==> config.mk <==
export PLATFORM = sky130hd
export DESIGN_NAME = mux_scan_sampler_flat
export DESIGN_NICKNAME = d
export VERILOG_FILES = /design/src/rtl/mux_scan_sampler_if.sv /design/src/rtl/mux_scan_sampler.sv /design/src/flat_wrapper.sv
export SDC_FILE = /design/constraint.sdc
export NUM_CORES = 1
export LEC_CHECK = 0
export ABC_CLOCK_PERIOD_IN_PS = 2700
export CORE_ASPECT_RATIO = 1.5
export CORE_UTILIZATION = 57
export CTS_BUF_LIST = sky130_fd_sc_hd__clkbuf_4 sky130_fd_sc_hd__clkbuf_8
export DETAILED_ROUTE_END_ITERATION = 12
export PLACE_DENSITY = 0.79
export SYNTH_ARGS = -nofsm -noshare
export SYNTH_HDL_FRONTEND = slang
export SYNTH_SLANG_ARGS = --single-unit
==> constraint.sdc <==
create_clock -name i_clk -period 2.7 [get_ports i_clk]
set_input_delay 0.405 -clock i_clk [delete_from_list [all_inputs] [get_ports i_clk]]
set_output_delay 0.405 -clock i_clk [all_outputs]
set_load 0.01 [all_outputs]
==> src/rtl/mux_scan_sampler_if.sv <==
// Handshake bundle between the scan sequencer and its user / the 16:1 plexer.
// The slave modport is the sampler; the master modport is whatever drives it.
interface mux_scan_sampler_if;
    logic        start;
    logic        continuous;
    logic        abort;
    logic        sample_in;
    logic [3:0]  sel;
    logic        mux_enable;
    logic        busy;
    logic        done;
    logic        changed;
    logic [15:0] snapshot;

    modport slave (
        input  start, continuous, abort, sample_in,
        output sel, mux_enable, busy, done, changed, snapshot
    );

    modport master (
        output start, continuous, abort, sample_in,
        input  sel, mux_enable, busy, done, changed, snapshot
    );
endinterface

==> src/rtl/mux_scan_sampler.sv <==
// Walks a 16:1 plexer select through 0..15 and captures its output into a 16-bit snapshot.
//   state  | meaning
//   S_IDLE | plexer disabled, waiting for start
//   S_SCAN | stepping select, sampling after SETTLE_CYCLES extra cycles per bit
module mux_scan_sampler #(
    parameter int SETTLE_CYCLES = 0
) (
    input  logic               i_clk,
    input  logic               i_rst_n,
    mux_scan_sampler_if.slave  bus
);
    localparam logic [3:0] C_SETTLE = 4'(SETTLE_CYCLES);

    typedef enum logic {S_IDLE, S_SCAN} state_t;

    state_t      r_state;
    logic [3:0]  r_sel;
    logic [3:0]  r_cnt;
    logic        r_en;
    logic        r_busy;
    logic        r_done;
    logic        r_changed;
    logic [15:0] r_shadow;
    logic [15:0] r_snapshot;
    logic [15:0] w_new_snap;

    // Bit 15 is taken straight from the plexer on the completing edge.
    always_comb begin
        w_new_snap     = r_shadow;
        w_new_snap[15] = bus.sample_in;
    end

    always_ff @(posedge i_clk or negedge i_rst_n) begin
        if (!i_rst_n) begin
            r_state    <= S_IDLE;
            r_sel      <= 4'd0;
            r_cnt      <= 4'd0;
            r_en       <= 1'b0;
            r_busy     <= 1'b0;
            r_done     <= 1'b0;
            r_changed  <= 1'b0;
            r_shadow   <= 16'h0000;
            r_snapshot <= 16'h0000;
        end else begin
            r_done    <= 1'b0;
            r_changed <= 1'b0;
            if (bus.abort) begin
                r_state  <= S_IDLE;
                r_sel    <= 4'd0;
                r_cnt    <= 4'd0;
                r_en     <= 1'b0;
                r_busy   <= 1'b0;
                r_shadow <= 16'h0000;
            end else begin
                case (r_state)
                    S_IDLE: begin
                        if (bus.start) begin
                            r_state <= S_SCAN;
                            r_sel   <= 4'd0;
                            r_cnt   <= 4'd0;
                            r_en    <= 1'b1;
                            r_busy  <= 1'b1;
                        end
                    end
                    S_SCAN: begin
                        if (r_cnt != C_SETTLE) begin
                            r_cnt <= r_cnt + 4'd1;
                        end else begin
                            r_cnt           <= 4'd0;
                            r_shadow[r_sel] <= bus.sample_in;
                            if (r_sel != 4'd15) begin
                                r_sel <= r_sel + 4'd1;
                            end else begin
                                r_snapshot <= w_new_snap;
                                r_changed  <= (w_new_snap != r_snapshot);
                                r_done     <= 1'b1;
                                r_sel      <= 4'd0;
                                if (!bus.continuous) begin
                                    r_state <= S_IDLE;
                                    r_en    <= 1'b0;
                                    r_busy  <= 1'b0;
                                end
                            end
                        end
                    end
                    default: r_state <= S_IDLE;
                endcase
            end
        end
    end

    assign bus.sel        = r_sel;
    assign bus.mux_enable = r_en;
    assign bus.busy       = r_busy;
    assign bus.done       = r_done;
    assign bus.changed    = r_changed;
    assign bus.snapshot   = r_snapshot;
endmodule

==> src/flat_wrapper.sv <==
// flat-port wrapper written by rule: the top's interface ports become plain ports
module mux_scan_sampler_flat 
#(
    parameter int SETTLE_CYCLES = 0
)
  (i_clk, i_rst_n, bus_start, bus_continuous, bus_abort, bus_sample_in, bus_sel, bus_mux_enable, bus_busy, bus_done, bus_changed, bus_snapshot);
  mux_scan_sampler_if bus_i ();
  input  logic i_clk;
  input  logic i_rst_n;
  input wire logic [$bits(bus_i.start)-1:0] bus_start;
  input wire logic [$bits(bus_i.continuous)-1:0] bus_continuous;
  input wire logic [$bits(bus_i.abort)-1:0] bus_abort;
  input wire logic [$bits(bus_i.sample_in)-1:0] bus_sample_in;
  output wire logic [$bits(bus_i.sel)-1:0] bus_sel;
  output wire logic [$bits(bus_i.mux_enable)-1:0] bus_mux_enable;
  output wire logic [$bits(bus_i.busy)-1:0] bus_busy;
  output wire logic [$bits(bus_i.done)-1:0] bus_done;
  output wire logic [$bits(bus_i.changed)-1:0] bus_changed;
  output wire logic [$bits(bus_i.snapshot)-1:0] bus_snapshot;
  assign bus_i.start = bus_start;
  assign bus_i.continuous = bus_continuous;
  assign bus_i.abort = bus_abort;
  assign bus_i.sample_in = bus_sample_in;
  assign bus_sel = bus_i.sel;
  assign bus_mux_enable = bus_i.mux_enable;
  assign bus_busy = bus_i.busy;
  assign bus_done = bus_i.done;
  assign bus_changed = bus_i.changed;
  assign bus_snapshot = bus_i.snapshot;
  mux_scan_sampler #(.SETTLE_CYCLES(SETTLE_CYCLES)) u_core (.i_clk(i_clk), .i_rst_n(i_rst_n), .bus(bus_i));
endmodule
==> summary.txt <==
Timing
  • Post-route setup TNS: 0 ns
  • Fmax: 478.7 MHz
  • Fin. max-slew vios: 0
  • Final Hold Fails: 0
  • Final worst path period share: 0.7737
  • Worst rel slew slack: 0.3662
  • Setup slack after layout: 0.6109 ns
  • Hold slack: 0.2513 ns
  • Final min period: 2.089 ns
  • Setup violations, final: 0
  • RSZ-0062 raised after global routing: false
  • Worst slew pin tran: 0.9507 ns
  • Setup Skew: 0.005693 ns

Final layout
  • Most frequent cells in the layout: 43 x dfrtp_1, 28 x clkdlybuf4s50_1, 23 x nor2_1, 17 x xnor2_1, 16 x mux2i_1
  • Diodes inserted: 0
  • Non-Filler Cell Area, Final: 2609 um2
  • Final core occ: 0.7020
  • Area delta synth->final: 16.03%
  • Most common cell after layout, fill and taps aside: dfrtp_1
  • Post-Layout Cell Count: 264
  • Nets: 232
  • Layout fillers: 283
  • Layout cells sized above 1: 0.1538

Power and ir drop
  • Pwr dens: 446.6 nW/um2
  • Sw Share: 0.2465
  • Switch Pwr: 287.1 uW
  • Tot Pwr: 1.165 mW
  • Comb pwr share: 0.079
  • Internal power: 877.9 uW
  • LEAKAGE: 1.245 nW
  • Worst ir drop on vdd: 0.4431 mV
  • Sequential share of power: 0.571
  • Clock Power Share: 0.351

Logic synthesis
  • Library cells used by synthesis: 38
  • Avg Cell Area, Syn: 11.59 um2
  • Synth area leader: dfrtp_1
  • Mapped Cells: 194
  • Number of synthesized register bits: 43
  • Seq/Total Area, Yosys: 0.4786
  • Yosys warnings: 0
  • Post-synth EDFFs: 0
  • Ys async rst share: 1.000
  • Top_reg_cell synth: dfrtp_1
  • Syn Nets: 206
  • Yosys top cell area share: 0.4786
  • Area contributors post-synth: dfrtp_1 48%, mux2i_1 7.1%, xnor2_1 6.6%
  • Mapped cell area: 2248 um2

Detailed routing
  • First-pass detailed-route iteration total: 4
  • Routed WL: 4400 um
  • Vias per Instance: 5.780
  • Vias post-DR: 1526
  • DR iter-0 viols: 27
  • Drt wl/cell: 16.67 um
  • Routed Antenna Nets: 0
  • DRC: 0

Clock tree
  • Clock buffer depth: 2
  • H-Tree Level Count: 2
  • Post-CTS Hold Buffers: 0
  • Post-CTS setup buffers: 0
  • Clock root buffer: clkbuf_8
  • Resized Gates After CTS: 0
  • Insertion delay to the later sink of the worst-skew pair: 0.30 ns
  • TritonCTS clock tree: done
  • CTS buffer count: 5
  • Sink Count: 43
  • CTS clock-pin slew for the worst setup and hold paths: 0.08 ns

Place
  • PortBufs: 29
  • DP Wirelength: 3131 um
  • Placed Cells: 256
  • Gp weighted congestion: 0.7996
  • Cell Area, Placed: 2520 um2
  • Setup WS pre-CTS: 0.6111 ns

Die
  • Die area: 4205 um2
  • Die Wd: 53.28 um
  • CORE AREA: 3716 um2
  • I/O pin count: 30
  • # rows: 27
  • Initial Util: 0.6051
  • Die height: 78.92 um

Setup path
  • Critical Path RT: 2.89 ns
  • Setup crit end kind: register
  • CP Class: reg2reg
  • Crit path launch type: register
  • R2R Path End: u_core.bus.snapshot[14]$_DFFE_PN0P_
  • FF-to-FF path depth: 6
  • CP max FO: 17
  • Reg2reg start: u_core.r_cnt[0]$_DFFE_PN0P_
  • Crit path launch: u_core.r_cnt[0]$_DFFE_PN0P_
  • Arr. time, crit path: 2.28 ns
  • CP Capture Point: u_core.bus.snapshot[14]$_DFFE_PN0P_
  • R2r setup slk: 0.61 ns

GRT
  • First-pass GRT wire length: 7320 um
  • Total grt overflow: 0
  • Vias in the first global route: 1601
  • Largest net degree at the start of global routing: 44
  • All-Layer GR Usage: 0.2459
  • Initial antenna violation count: 0

Job
  • Max_cap viols: 0

Run status
  • Outcome: complete, no violations

Hold path
  • Min-Delay Path Class: in2async
## critical path, stage by stage, from the launching register on
cell     delay, ns
dfrtp_1       0.40
inv_1         0.10
ha_1          0.17
nor3b_4       0.34
nand4_4       0.21
nor2_8        0.38
mux2_2        0.39
## power by group through the flow
stage,Clock [mW],Combinational [mW],Sequential [mW]
2_1_floorplan,0,0.0560,0.673
5_1_grt,0.452,0.101,0.667
6_report,0.409,0.0917,0.665
3_5_place_dp,0,0.0927,0.677
4_1_cts,0.422,0.0931,0.664
3_3_place_gp,0,0.0900,0.677
## flip-flops by register name (all words and copies together) (netlist names)
signal / cells
u_core.r_shadow: 15
u_core.bus.changed: 1
u_core.bus.done: 1
u_core.bus.snapshot: 16
u_core.r_state: 1
u_core.bus.busy: 1
u_core.r_cnt: 4
u_core.bus.sel: 4
## cell usage after synthesis (all sizes together), types with 2 or more instances
cell / instances
a21oi: 5
buf: 5
clkbuf: 7
dfrtp: 43
ha: 6
inv: 5
mux2: 17
mux2i: 16
nand3: 14
nand3b: 2
nand4: 9
nor2: 24
nor2b: 3
nor3: 2
nor3b: 3
o21ai: 4
xnor2: 17
## metal layers
metal / routed length, um / vias to the layer above / track usage
met5: 0 / - / 0
met4: 125 / 0 / 0.1184
met3: 127 / 11 / 0.05747
met2: 2341 / 34 / 0.4238
met1: 1806 / 760 / 0.2720
li1: - / 721 / -
## how the worst min path moves through the flow
stage                                              from                                  end  slack, ns  cells after the start
floorplan                                       i_rst_n          u_core.bus.busy$_DFFE_PN0P_       0.11                      0
global placement        u_core.r_shadow[14]$_DFFE_PN0P_  u_core.bus.snapshot[14]$_DFFE_PN0P_       0.54                      1
detailed placement  u_core.bus.snapshot[15]$_DFFE_PN0P_  u_core.bus.snapshot[15]$_DFFE_PN0P_       0.55                      1
CTS                                             i_rst_n            u_core.bus.done$_DFF_PN0_       0.28                      1
global route                                    i_rst_n            u_core.bus.done$_DFF_PN0_       0.32                      1
finish                                          i_rst_n   u_core.bus.snapshot[6]$_DFFE_PN0P_       0.25                      1
## logic make-up (layout without fill, tap and decap cells)
family                   after synthesis  after routing  synth area share
AND/OR/NAND/NOR                       63             63            0.1647
flip-flops                            43             43            0.4786
multiplexers                          33             33            0.1714
XOR/XNOR                              18             18           0.07012
buffers and inverters                 17             44           0.04507
AO/OA/AOI/OAI                         14             14           0.03673
adder cells (fa/ha/maj)                6              6           0.03339
## cell type report
type	instances	area, um2	area share
Clock buffer	6	76.32	0.02926
Clock inverter	2	12.51	0.004796
Inverter	5	18.77	0.007194
Multi-Input combinational cell	134	1071	0.4106
Sequential cell	43	1076	0.4125
Tap cell	43	53.80	0.02062
Timing Repair Buffer	31	300.3	0.1151
No activity file was read; power rests on OpenSTA's default activity.
